[src/rtl/tiny_eth_rx_framer.sv]
// tiny_eth_rx_framer: receive framing stage between tiny_eth_phy and tiny_eth_mac.
// It takes the MII nibble stream, strips the preamble and SFD, and packs bytes low nibble first.
// Bytes leave as a valid-only stream with SOF/EOF markers, the frame length and error flags.
// A one-byte hold register delays each byte, so that EOF can be flagged on the last byte.
// Optional feature: define TINY_ETH_RX_CRC_EN to add the CRC-32 FCS residue check.
// When it is undefined, crc_err is always 0.
module tiny_eth_rx_framer #(
    parameter int unsigned MIN_PRE = 6,
    parameter int unsigned MAX_LEN = 1518,
    parameter int unsigned LEN_W   = 11
) (
    input  logic             rx_clk,
    input  logic             rst,
    input  logic [3:0]       rx_data,
    input  logic             rx_dv,
    input  logic             rx_er,
    output logic [7:0]       out_data,
    output logic             out_valid,
    output logic             out_sof,
    output logic             out_eof,
    output logic             out_err,
    output logic [LEN_W-1:0] frame_len,
    output logic             crc_err
);

    typedef enum logic [1:0] {S_IDLE, S_PRE, S_DATA, S_DROP} state_e;

    state_e           state_q, state_d;
    logic [3:0]       pre_cnt_q, pre_cnt_d;
    logic             phase_q, phase_d;
    logic [3:0]       lo_q, lo_d;
    logic [7:0]       hold_q, hold_d;
    logic             hold_vld_q, hold_vld_d;
    logic             first_q, first_d;
    logic             err_q, err_d;
    logic [LEN_W-1:0] byte_cnt_q, byte_cnt_d;
    logic [LEN_W-1:0] len_q, len_d;
    logic [7:0]       data_q, data_d;
    logic             valid_q, valid_d;
    logic             sof_q, sof_d;
    logic             eof_q, eof_d;
    logic             oerr_q, oerr_d;
    logic             crc_err_q, crc_err_d;

    logic             emit;
    logic             emit_eof;
    logic             emit_err;
    logic [7:0]       byte_new;
    logic             crc_bad;

    assign byte_new = {rx_data, lo_q};

`ifdef TINY_ETH_RX_CRC_EN
    localparam logic [31:0] CRC_RESIDUE = 32'hDEBB20E3;
    logic [31:0] crc_q, crc_d;

    function automatic logic [31:0] crc_byte(input logic [31:0] c, input logic [7:0] b);
        logic [31:0] r;
        r = c;
        for (int unsigned i = 0; i < 8; i++) begin
            if (r[0] ^ b[i]) r = (r >> 1) ^ 32'hEDB88320;
            else             r = r >> 1;
        end
        return r;
    endfunction

    // CRC runs over every completed byte of the frame and is re-seeded whenever we are outside DATA
    always_comb begin
        crc_d = crc_q;
        if (state_q != S_DATA)       crc_d = '1;
        else if (rx_dv && phase_q)   crc_d = crc_byte(crc_q, byte_new);
    end

    // CRC register
    always_ff @(posedge rx_clk or negedge rst) begin
        if (!rst) crc_q <= '1;
        else      crc_q <= crc_d;
    end

    assign crc_bad = (crc_q != CRC_RESIDUE);
`else
    assign crc_bad = 1'b0;
`endif

    // Next-state, hold-register and output-strobe logic
    always_comb begin
        state_d    = state_q;
        pre_cnt_d  = pre_cnt_q;
        phase_d    = phase_q;
        lo_d       = lo_q;
        hold_d     = hold_q;
        hold_vld_d = hold_vld_q;
        first_d    = first_q;
        err_d      = err_q;
        byte_cnt_d = byte_cnt_q;
        len_d      = len_q;
        data_d     = '0;
        valid_d    = 1'b0;
        sof_d      = 1'b0;
        eof_d      = 1'b0;
        oerr_d     = 1'b0;
        crc_err_d  = 1'b0;
        emit       = 1'b0;
        emit_eof   = 1'b0;
        emit_err   = 1'b0;

        unique case (state_q)
            S_IDLE: begin
                if (rx_dv) begin
                    if (rx_data == 4'h5) begin
                        state_d   = S_PRE;
                        pre_cnt_d = 4'd1;
                    end else begin
                        state_d = S_DROP;
                    end
                end
            end
            S_PRE: begin
                if (!rx_dv) begin
                    state_d = S_IDLE;
                end else if (rx_data == 4'h5) begin
                    if (pre_cnt_q != 4'hF) pre_cnt_d = pre_cnt_q + 4'd1;
                end else if (rx_data == 4'hD && int'(unsigned'(pre_cnt_q)) >= int'(MIN_PRE)) begin
                    state_d    = S_DATA;
                    phase_d    = 1'b0;
                    hold_vld_d = 1'b0;
                    first_d    = 1'b1;
                    err_d      = 1'b0;
                    byte_cnt_d = '0;
                end else begin
                    state_d = S_DROP;
                end
            end
            S_DATA: begin
                if (rx_dv) begin
                    if (rx_er) err_d = 1'b1;
                    if (!phase_q) begin
                        lo_d    = rx_data;
                        phase_d = 1'b1;
                    end else begin
                        phase_d = 1'b0;
                        if (byte_cnt_q == LEN_W'(MAX_LEN)) begin
                            // Byte MAX_LEN+1 is never emitted: the held byte closes the frame as bad
                            emit       = hold_vld_q;
                            emit_eof   = 1'b1;
                            emit_err   = 1'b1;
                            hold_vld_d = 1'b0;
                            state_d    = S_DROP;
                        end else begin
                            emit       = hold_vld_q;
                            hold_d     = byte_new;
                            hold_vld_d = 1'b1;
                            byte_cnt_d = byte_cnt_q + LEN_W'(1);
                        end
                    end
                end else begin
                    // rx_dv fell: flush the held byte as EOF; a runt with no complete byte vanishes
                    emit       = hold_vld_q;
                    emit_eof   = 1'b1;
                    emit_err   = err_q | phase_q | crc_bad;
                    hold_vld_d = 1'b0;
                    state_d    = S_IDLE;
                end
            end
            S_DROP: begin
                if (!rx_dv) state_d = S_IDLE;
            end
            default: state_d = S_IDLE;
        endcase

        if (emit) begin
            valid_d   = 1'b1;
            data_d    = hold_q;
            sof_d     = first_q;
            eof_d     = emit_eof;
            oerr_d    = emit_eof & emit_err;
            crc_err_d = emit_eof & crc_bad;
            first_d   = 1'b0;
            len_d     = first_q ? LEN_W'(1) : len_q + LEN_W'(1);
        end
    end

    // State, counters, hold register and registered outputs
    always_ff @(posedge rx_clk or negedge rst) begin
        if (!rst) begin
            state_q    <= S_IDLE;
            pre_cnt_q  <= '0;
            phase_q    <= 1'b0;
            lo_q       <= '0;
            hold_q     <= '0;
            hold_vld_q <= 1'b0;
            first_q    <= 1'b0;
            err_q      <= 1'b0;
            byte_cnt_q <= '0;
            len_q      <= '0;
            data_q     <= '0;
            valid_q    <= 1'b0;
            sof_q      <= 1'b0;
            eof_q      <= 1'b0;
            oerr_q     <= 1'b0;
            crc_err_q  <= 1'b0;
        end else begin
            state_q    <= state_d;
            pre_cnt_q  <= pre_cnt_d;
            phase_q    <= phase_d;
            lo_q       <= lo_d;
            hold_q     <= hold_d;
            hold_vld_q <= hold_vld_d;
            first_q    <= first_d;
            err_q      <= err_d;
            byte_cnt_q <= byte_cnt_d;
            len_q      <= len_d;
            data_q     <= data_d;
            valid_q    <= valid_d;
            sof_q      <= sof_d;
            eof_q      <= eof_d;
            oerr_q     <= oerr_d;
            crc_err_q  <= crc_err_d;
        end
    end

    assign out_data  = data_q;
    assign out_valid = valid_q;
    assign out_sof   = sof_q;
    assign out_eof   = eof_q;
    assign out_err   = oerr_q;
    assign frame_len = len_q;
    assign crc_err   = crc_err_q;

endmodule
[config.mk]
export PLATFORM = sky130hd
export DESIGN_NAME = tiny_eth_rx_framer
export DESIGN_NICKNAME = d
export VERILOG_FILES = /design/src/rtl/tiny_eth_rx_framer.sv
export SDC_FILE = /design/constraint.sdc
export NUM_CORES = 1
export LEC_CHECK = 0
export ABC_AREA = 0
export CELL_PAD_IN_SITES_DETAIL_PLACEMENT = 1
export CELL_PAD_IN_SITES_GLOBAL_PLACEMENT = 2
export CORE_ASPECT_RATIO = 2
export CORE_MARGIN = 2
export CORE_UTILIZATION = 39
export CTS_CLUSTER_DIAMETER = 150
export DETAILED_ROUTE_END_ITERATION = 8
export PLACE_DENSITY_LB_ADDON = 0.1
export SLEW_MARGIN = 20
export SYNTH_ARGS = -nofsm -noshare
export SYNTH_HDL_FRONTEND = slang
export SYNTH_SLANG_ARGS = --single-unit
[constraint.sdc]
create_clock -name rx_clk -period 3.65 [get_ports rx_clk]
set_input_delay 1.095 -clock rx_clk [delete_from_list [all_inputs] [get_ports rx_clk]]
set_output_delay 1.095 -clock rx_clk [all_outputs]
set_load 0.005 [all_outputs]
After elaboration in Yosys (flattened, before gate mapping)
Cells that the tools add are included.

word-level totals
  register bits = 56
  input bits = 8
  output and inout bits = 24

operators by class
  reductions and logical operators = 16
  eq/ne operators = 23
  bitwise operators = 4
  muxes and demuxes = 56
  order comparisons = 1
  $add $sub $neg = 3

operators with widths
  kind                                                                    number
  11-bit 2-to-1 mux                                                       7
  1-bit 2-to-1 mux                                                        29
  2-bit inequality test (second input constant)                           13
  11-bit by 1-bit adder with 11-bit output (second input constant)        2
  11-bit case mux with 2 select lines                                     1
  4-bit 2-to-1 mux                                                        5
  2-bit 2-to-1 mux                                                        8
  5-bit AND reduction                                                     3
  6-bit AND reduction                                                     2
  11-bit == test (second input constant)                                  1
  2-bit nonzero test                                                      5
  3-bit inequality test (second input constant)                           3
  8-bit 2-to-1 mux                                                        1
  2-bit case mux with 4 select lines                                      1
  4-bit case mux with 2 select lines                                      1
  4-bit AND reduction                                                     2
  7-bit AND reduction                                                     1
  1-bit case mux with 2 select lines                                      3
  4-bit by 1-bit adder with 4-bit output (second input constant)          1
  2-bit == test (second input constant)                                   2
  4-bit by 3-bit == test with 1-bit output (second input constant)        1
  4-bit == test (second input constant)                                   1
  4-bit by 3-bit >= comparator with 1-bit output (second input constant)  1
  4-bit inequality test (second input constant)                           1
  other kinds (7)                                                         8

Logic depth before layout (Yosys ltp)
Gate-level depths: netlist of run 1.

  depth in word-level cells = 7
  mapped depth = 7

Worst setup path before layout of run 1
No wires, ideal clock.

  kind = input-to-reg
  from = input port rx_data[1]
  to = register byte_cnt_q[3]
  cell stages on the path = 5
  library setup time = 0.140 ns
  slack = 1.466 ns
  arrival = 2.044 ns
  cell sequence = and3b_1 buf_2 o2111ai_2 a21oi_2 o221ai_1

on the way
  cells in the longest elaborated chain, start to end = 4
  elaborated cells between the ends (all ways) = 6

ends and longest elaborated chain
  element                            RTL line  RTL
  start: declaration                 14        input logic [3:0] rx_data,
  4-bit == test                      123       end else if (rx_data == 4'hD && int'(unsigned'(pre_cnt_q)) >= int'(MIN_PRE)) begin
  1-bit logical AND                  123
  2-bit inequality test (no line)    n/a
  7-bit AND reduction (no line) (*)  n/a
  end signal: assignment             211       byte_cnt_q <= byte_cnt_d;
  end: declaration                   36        logic [LEN_W-1:0] byte_cnt_q, byte_cnt_d;

Mark *: on every way between the ends. The rest lies on a longest branch, timed or not.
A chain may end at the register's enable or synchronous reset.

Final worst setup path of run 1
  from = input port rx_dv
  to = register len_q[5], in the netlist frame_len[5]

on the way
  cells in the longest elaborated chain, start to end = 2

ends and longest elaborated chain
  element                 RTL line  RTL
  start: declaration      15        input logic rx_dv,
  1-bit 2-to-1 mux        135       if (rx_dv) begin
  1-bit 2-to-1 mux        107       unique case (state_q)
  end signal: assignment  212       len_q <= len_d;
  end: declaration        37        logic [LEN_W-1:0] len_q, len_d;

Every way passes these cells.

==> impl_metrics.csv, run 1 <==
group,metric,value,unit
final_layout,syn2layout_area_growth,17.4,%
floorplanning,ios,32,
synth,ys_ff_latch,56,
synth,synth_top_family_by_area,"simple AND/OR/NAND/NOR gates",
sta,relSlewSlack,55.2,%
sta,whs,0.480,ns
final_layout,final-seq-area,1400,um^2
placement,hpwl,5.44,mm
synth,syn_area_per_cell,10.3,um^2
final_layout,antenna_cells,0,
synth,synth_area,2810,um^2
placement,port_buffers,30,
clock_tree,clock_latency,0.29,ns
critical_path,path_class,"in -> reg",
power,p_sw_share,31.7,%
sta,skew,0.00643,ns
critical_path,cpLargestDelayFamily,"buffers and inverters",
synth,yosysTopAreaCell,"dfrtp_1",
final_layout,fin_cells,389,
sta,rsz0062_at_grt,"no",
final_layout,drive_above_1_share,11.0,%
hold_path,holdCritPathClass,"reg -> reg",
final_layout,nNetsFinal,311,
sta,slew_violations,0,
synth,synth-simple-area-share,20.7,%
synth,synth_ff_type,"dfrtp_1",
clock_tree,cts_root_buffer,"clkbuf_16",
sta,fin_crit_sh,77.2,%
detailed_routing,wl_per_cell,18.6,um
final_layout,fin_area,3300,um^2
grt,first_global_vias,2301,
synth,yosys_warnings,0,
critical_path,critPathMaxFanout,16,
final_layout,multiInputGateArea,1270,um^2
floorplanning,dieArea,7940,um^2
clock_tree,cts.sinks,56,
detailed_routing,drtIter0Drc,98,
grt,grt_usage,19.9,%
grt,grt_max_degree,22,
sta,finalWorstSetupSlack,0.831,ns
synth,synth_common_cells,"56 x dfrtp_1, 25 x nand2_1, 15 x nor2_1",
detailed_routing,ant_nets,0,
power,peakVddDrop,423,uV
synth,synth-edff-count,0,
synth,yosys-top-cells-area,"dfrtp_1 50%, mux2_2 5.2%, nand2_1 3.3%",
sta,hold_viol,0,
synth,yosys-mux-area-fraction,7.35,%
synth,netlist_instances,272,
power,leakage,0.00143,uW
detailed_routing,routed_wl,7.24,mm
sta,worst_pin_slew,0.667,ns
placement,place_congestion,0.763,
clock_tree,cts_setup_buffers,0,
critical_path,crit_path_cell_trace,"clkdlybuf4s50_1, or2b_1, nand3_4, inv_1, a21oi_1, o31ai_1",
grt,grt_first_pass_wirelength,12.0,mm
power,p_clk_share,26.4,%
clock_tree,cts.htree.levels,2,
synth,synth_compound_area_share,14.9,%
sta,fin_crit,2.82,ns
critical_path,critPathMaxStageDelay,0.65,ns
run,maxCapViolations,0,
detailed_routing,dr.pass1.iters,4,
clock_tree,clk_pin_slew_worst_paths,0.07,ns
critical_path,cp.required,3.86,ns
critical_path,critPathCaptureType,"flop",
floorplanning,row_count,43,
outcome,status,"completed",
critical_path,worstPathArrival,3.02,ns
synth,synth.most_common_cell,"dfrtp_1",
detailed_routing,vias,2174,
sta,final.setup.tns,0,ns
clock_tree,cts_tree,"yes",
sta,setup_violations,0,
synth,syn_nets,285,
floorplanning,die_h,124,um
power,combPwrFrac,24.4,%
synth,yosys.area.top_type_share,49.9,%
sta,max_freq,355,MHz
synth,synth_cell_type_count,54,
clock_tree,cts.repair.resized,0,
grt,grt_antenna_before_repair,0,
placement,preCtsSetupSlack,0.503,ns
grt,grt.overflow.total,0,
power,seqPwrFrac,49.2,%
floorplanning,core_area,6940,um^2
clock_tree,clock_path_buffers,2,
detailed_routing,drc,0,
power,internal_power,1230,uW
final_layout,fillCellCount,775,
critical_path,worst-path-buf-inv,2,
critical_path,start_kind,"input port",
placement,placed_cell_area,3150,um^2
synth,synthXorXnorAreaFrac,0,%
floorplanning,die_w,64.0,um
placement,place_inst,381,
floorplanning,start_util,40.5,%
power,p_per_area,547,nW/um^2
detailed_routing,vias_per_cell,5.59,
synth,yosys.area_share.adder,2.23,%
synth,ys_seq_area_share,49.9,%
clock_tree,holdBufCountCts,0,
critical_path,cpMaxStageDelayCell,"clkdlybuf4s50_1",
clock_tree,cts_made_buffers,5,
synth,synthArstFlopShare,100,%
power,power_switching,573,uW
## cell type report
cell class              count  share of cell area, %
flip-flops and latches     56                   42.5
multi-input cells         189                   38.6
repair buffers             33                   9.64
clock buffers               6                   3.91
well taps                  90                   3.41
inverters                  13                   1.48
clock inverters             2                  0.493
## final timing paths
kind,cells after the start,end,slack (ns),start
worst max-delay path,6,frame_len[5],0.83,rx_dv
worst min-delay path,1,out_data[5],0.48,hold_q[5]
worst max register to register,5,frame_len[5],1.64,state_q[0]
min in group asynchronous,1,out_sof,0.73,rst
worst min register to register,1,out_data[5],0.48,hold_q[5]
max in group asynchronous,2,err_q,2.26,rst
## kinds of logic after synthesis
logic type      after synthesis
flops                        56
other cells                   1
mux                          19
fa+ha+maj                     5
simple gates                103
compound gates               61
buf+inv                      27
## cell usage in the layout, fill, tap and decap left out, types with 6 or more instances in the layout
cell,synthesis,routed
a21oi_1,10,10
a31oi_1,11,11
and2_1,12,12
clkdlybuf4s50_1,0,29
dfrtp_1,56,56
inv_1,13,13
mux2_2,13,13
mux2i_1,6,6
nand2_1,25,25
nand3_1,8,8
nand4_1,8,8
nor2_1,15,15
o21ai_0,13,13
## sequential cells by signal, indices dropped and copies added, names as in the netlist, 2 cells and up
signal	flops
byte_cnt_q	11
frame_len	11
hold_q	8
lo_q	4
out_data	8
pre_cnt_q	4
state_q	2
## through the flow
stage / power [uW] / utilization (%)
6_report: 1800 / 47.5
5_1_grt: 1920 / 47.5
4_1_cts: 1830 / 47.5
3_5_place_dp: 1350 / 45.4
3_3_place_gp: 1330 / 45.4
2_1_floorplan: 1160 / -
## routing by layer
layer	GRT usage, %	part of all wire (%)	vias to the layer above
met5	0	0	-
li1	-	-	1038
met3	2.26	1.9	10
met1	21.9	39	1096
met2	37.7	57	30
met4	8.42	2.1	0
## power by group through the flow
stage	logic (uW)	registers, uW	clock network, uW
after floorplan	310	851	0
after global placement	439	894	0
after detailed placement	448	901	0
after CTS	449	889	496
after global routing	495	912	515
final	441	887	477
(Power assumes the default switching activity.)
==> run 2, diff against run 1 <==
Settings changed: CORE_UTILIZATION 39 to 36.
Clock period 3.65 ns to 2.8 ns, I/O delays scaled along.
==> impl_metrics.csv, run 2 (synthesis gave the netlist of run 1 again) <==
group,metric,value,unit
final_layout,most-common-layout-cells,"56 x dfrtp_1, 29 x clkdlybuf4s50_1, 25 x nand2_1",
sta,rsz0062_at_grt,"no",
critical_path,crit_path_cell_trace,"clkdlybuf4s50_1, or2b_1, nand3_4, buf_4, nor4_1, a221o_1",
critical_path,critPathCaptureType,"flop",
floorplanning,core_area,7600,um^2
final_layout,syn2layout_area_growth,20.1,%
final_layout,layout_commonest_cell,"dfrtp_1",
floorplanning,row_count,45,
final_layout,nNetsFinal,317,
grt,grt_first_pass_wirelength,12.2,mm
sta,finalWorstSetupSlack,0.491,ns
sta,skew,0.00376,ns
outcome,status,"completed",
sta,final.setup.tns,0,ns
placement,hpwl,5.34,mm
placement,preCtsSetupSlack,0.172,ns
detailed_routing,vias_per_cell,5.58,
clock_tree,cts.htree.levels,2,
floorplanning,die_w,66.5,um
sta,relSlewSlack,49.7,%
critical_path,path_class,"in -> reg",
placement,placed_cell_area,3230,um^2
final_layout,fin_cells,399,
detailed_routing,dr.pass1.iters,4,
floorplanning,ios,32,
detailed_routing,drc,0,
detailed_routing,wl_per_cell,18.1,um
power,p_per_area,706,nW/um^2
sta,hold_viol,0,
power,leakage,0.00147,uW
floorplanning,die_h,129,um
clock_tree,clock_latency,0.30,ns
critical_path,critPathMaxStageDelay,0.68,ns
power,peakVddDrop,459,uV
clock_tree,clock_path_buffers,2,
critical_path,worstPathArrival,2.49,ns
sta,slew_violations,0,
grt,grt_antenna_before_repair,0,
sta,fin_crit,2.31,ns
placement,place_inst,391,
grt,grt_usage,18.9,%
grt,grt.overflow.total,0,
critical_path,start_kind,"input port",
clock_tree,cts_made_buffers,5,
sta,worst_pin_slew,0.748,ns
clock_tree,cts_tree,"yes",
detailed_routing,routed_wl,7.24,mm
critical_path,cp.required,2.98,ns
floorplanning,dieArea,8570,um^2
run,maxCapViolations,0,
placement,place_congestion,0.768,
detailed_routing,drtIter0Drc,44,
clock_tree,cts_setup_buffers,0,
final_layout,antenna_cells,0,
clock_tree,cts.repair.resized,0,
clock_tree,clk_pin_slew_worst_paths,0.07,ns
clock_tree,holdBufCountCts,0,
clock_tree,cts.sinks,56,
grt,first_global_vias,2289,
final_layout,fin_area,3370,um^2
sta,setup_violations,0,
final_layout,drive_above_1_share,13.1,%
sta,whs,0.483,ns
detailed_routing,ant_nets,0,
critical_path,critPathMaxFanout,14,
detailed_routing,vias,2225,
placement,port_buffers,30,
sta,max_freq,433,MHz
critical_path,cpMaxStageDelayCell,"clkdlybuf4s50_1",
hold_path,holdCritPathClass,"reg -> reg",
grt,grt_max_degree,57,
clock_tree,cts_root_buffer,"clkbuf_16",
sta,fin_crit_sh,82.5,%
floorplanning,start_util,37.0,%
run 2: cell count changes in the layout (fill, tap and decap cells not counted), sizes merged:
| cell | previous run | this run |
|---|---|---|
| clkbuf | 6 | 5 |
| inv | 13 | 14 |
| buf | 4 | 10 |
run 2: final cells by class:
class                      count  area, um^2
fill                         870        4230
sequential                    56        1400
clock buffer                   5         125
timing repair buffer          39         388
tap                           94         118
clock inverter                 3        21.3
inverter                      13        48.8
multi-input combinational    189        1270
run 2: path summary, 6_finish.rpt:
path,start,cells after the start,to,slack [ns]
setup / recovery,rx_dv,6,frame_len[9],0.49
hold reg to reg,hold_q[0],1,out_data[0],0.48
hold / removal,hold_q[0],1,out_data[0],0.48
setup reg to reg,byte_cnt_q[0],6,byte_cnt_q[10],0.96
min in group asynchronous,rst,2,out_sof,0.53
max in group asynchronous,rst,2,out_data[7],2.00
run 2: critical path: cells and delay by family:
kind / cells / cell delay [ns]
compound gates: 1 / 0.27
buf+inv: 2 / 0.88
simple gates: 3 / 0.50
run 2: per-stage QoR:
step / util, % / total power (uW)
after global placement: 42.5 / 1750
after detailed placement: 42.5 / 1770
final: 44.4 / 2380
after floorplan: - / 1510
after CTS: 44.4 / 2420
after global routing: 44.4 / 2530
run 2: per-layer routing:
metal  wire (um)  track usage, %  part of all wire (%)  vias up
met5           0               0                     0        -
met4         102            5.76                   1.4        0
met3         132            2.45                   1.8        5
met2        4300            35.6                    59       29
met1        2700            21.3                    37     1143
li1            -               -                     -     1048
run 2: where the power goes:
group          switching (uW)  total (uW)  internal [uW]  leakage (uW)
clock network             307         642            334     0.0000702
logic                     285         588            304      0.000703
registers                 176        1150            978      0.000701
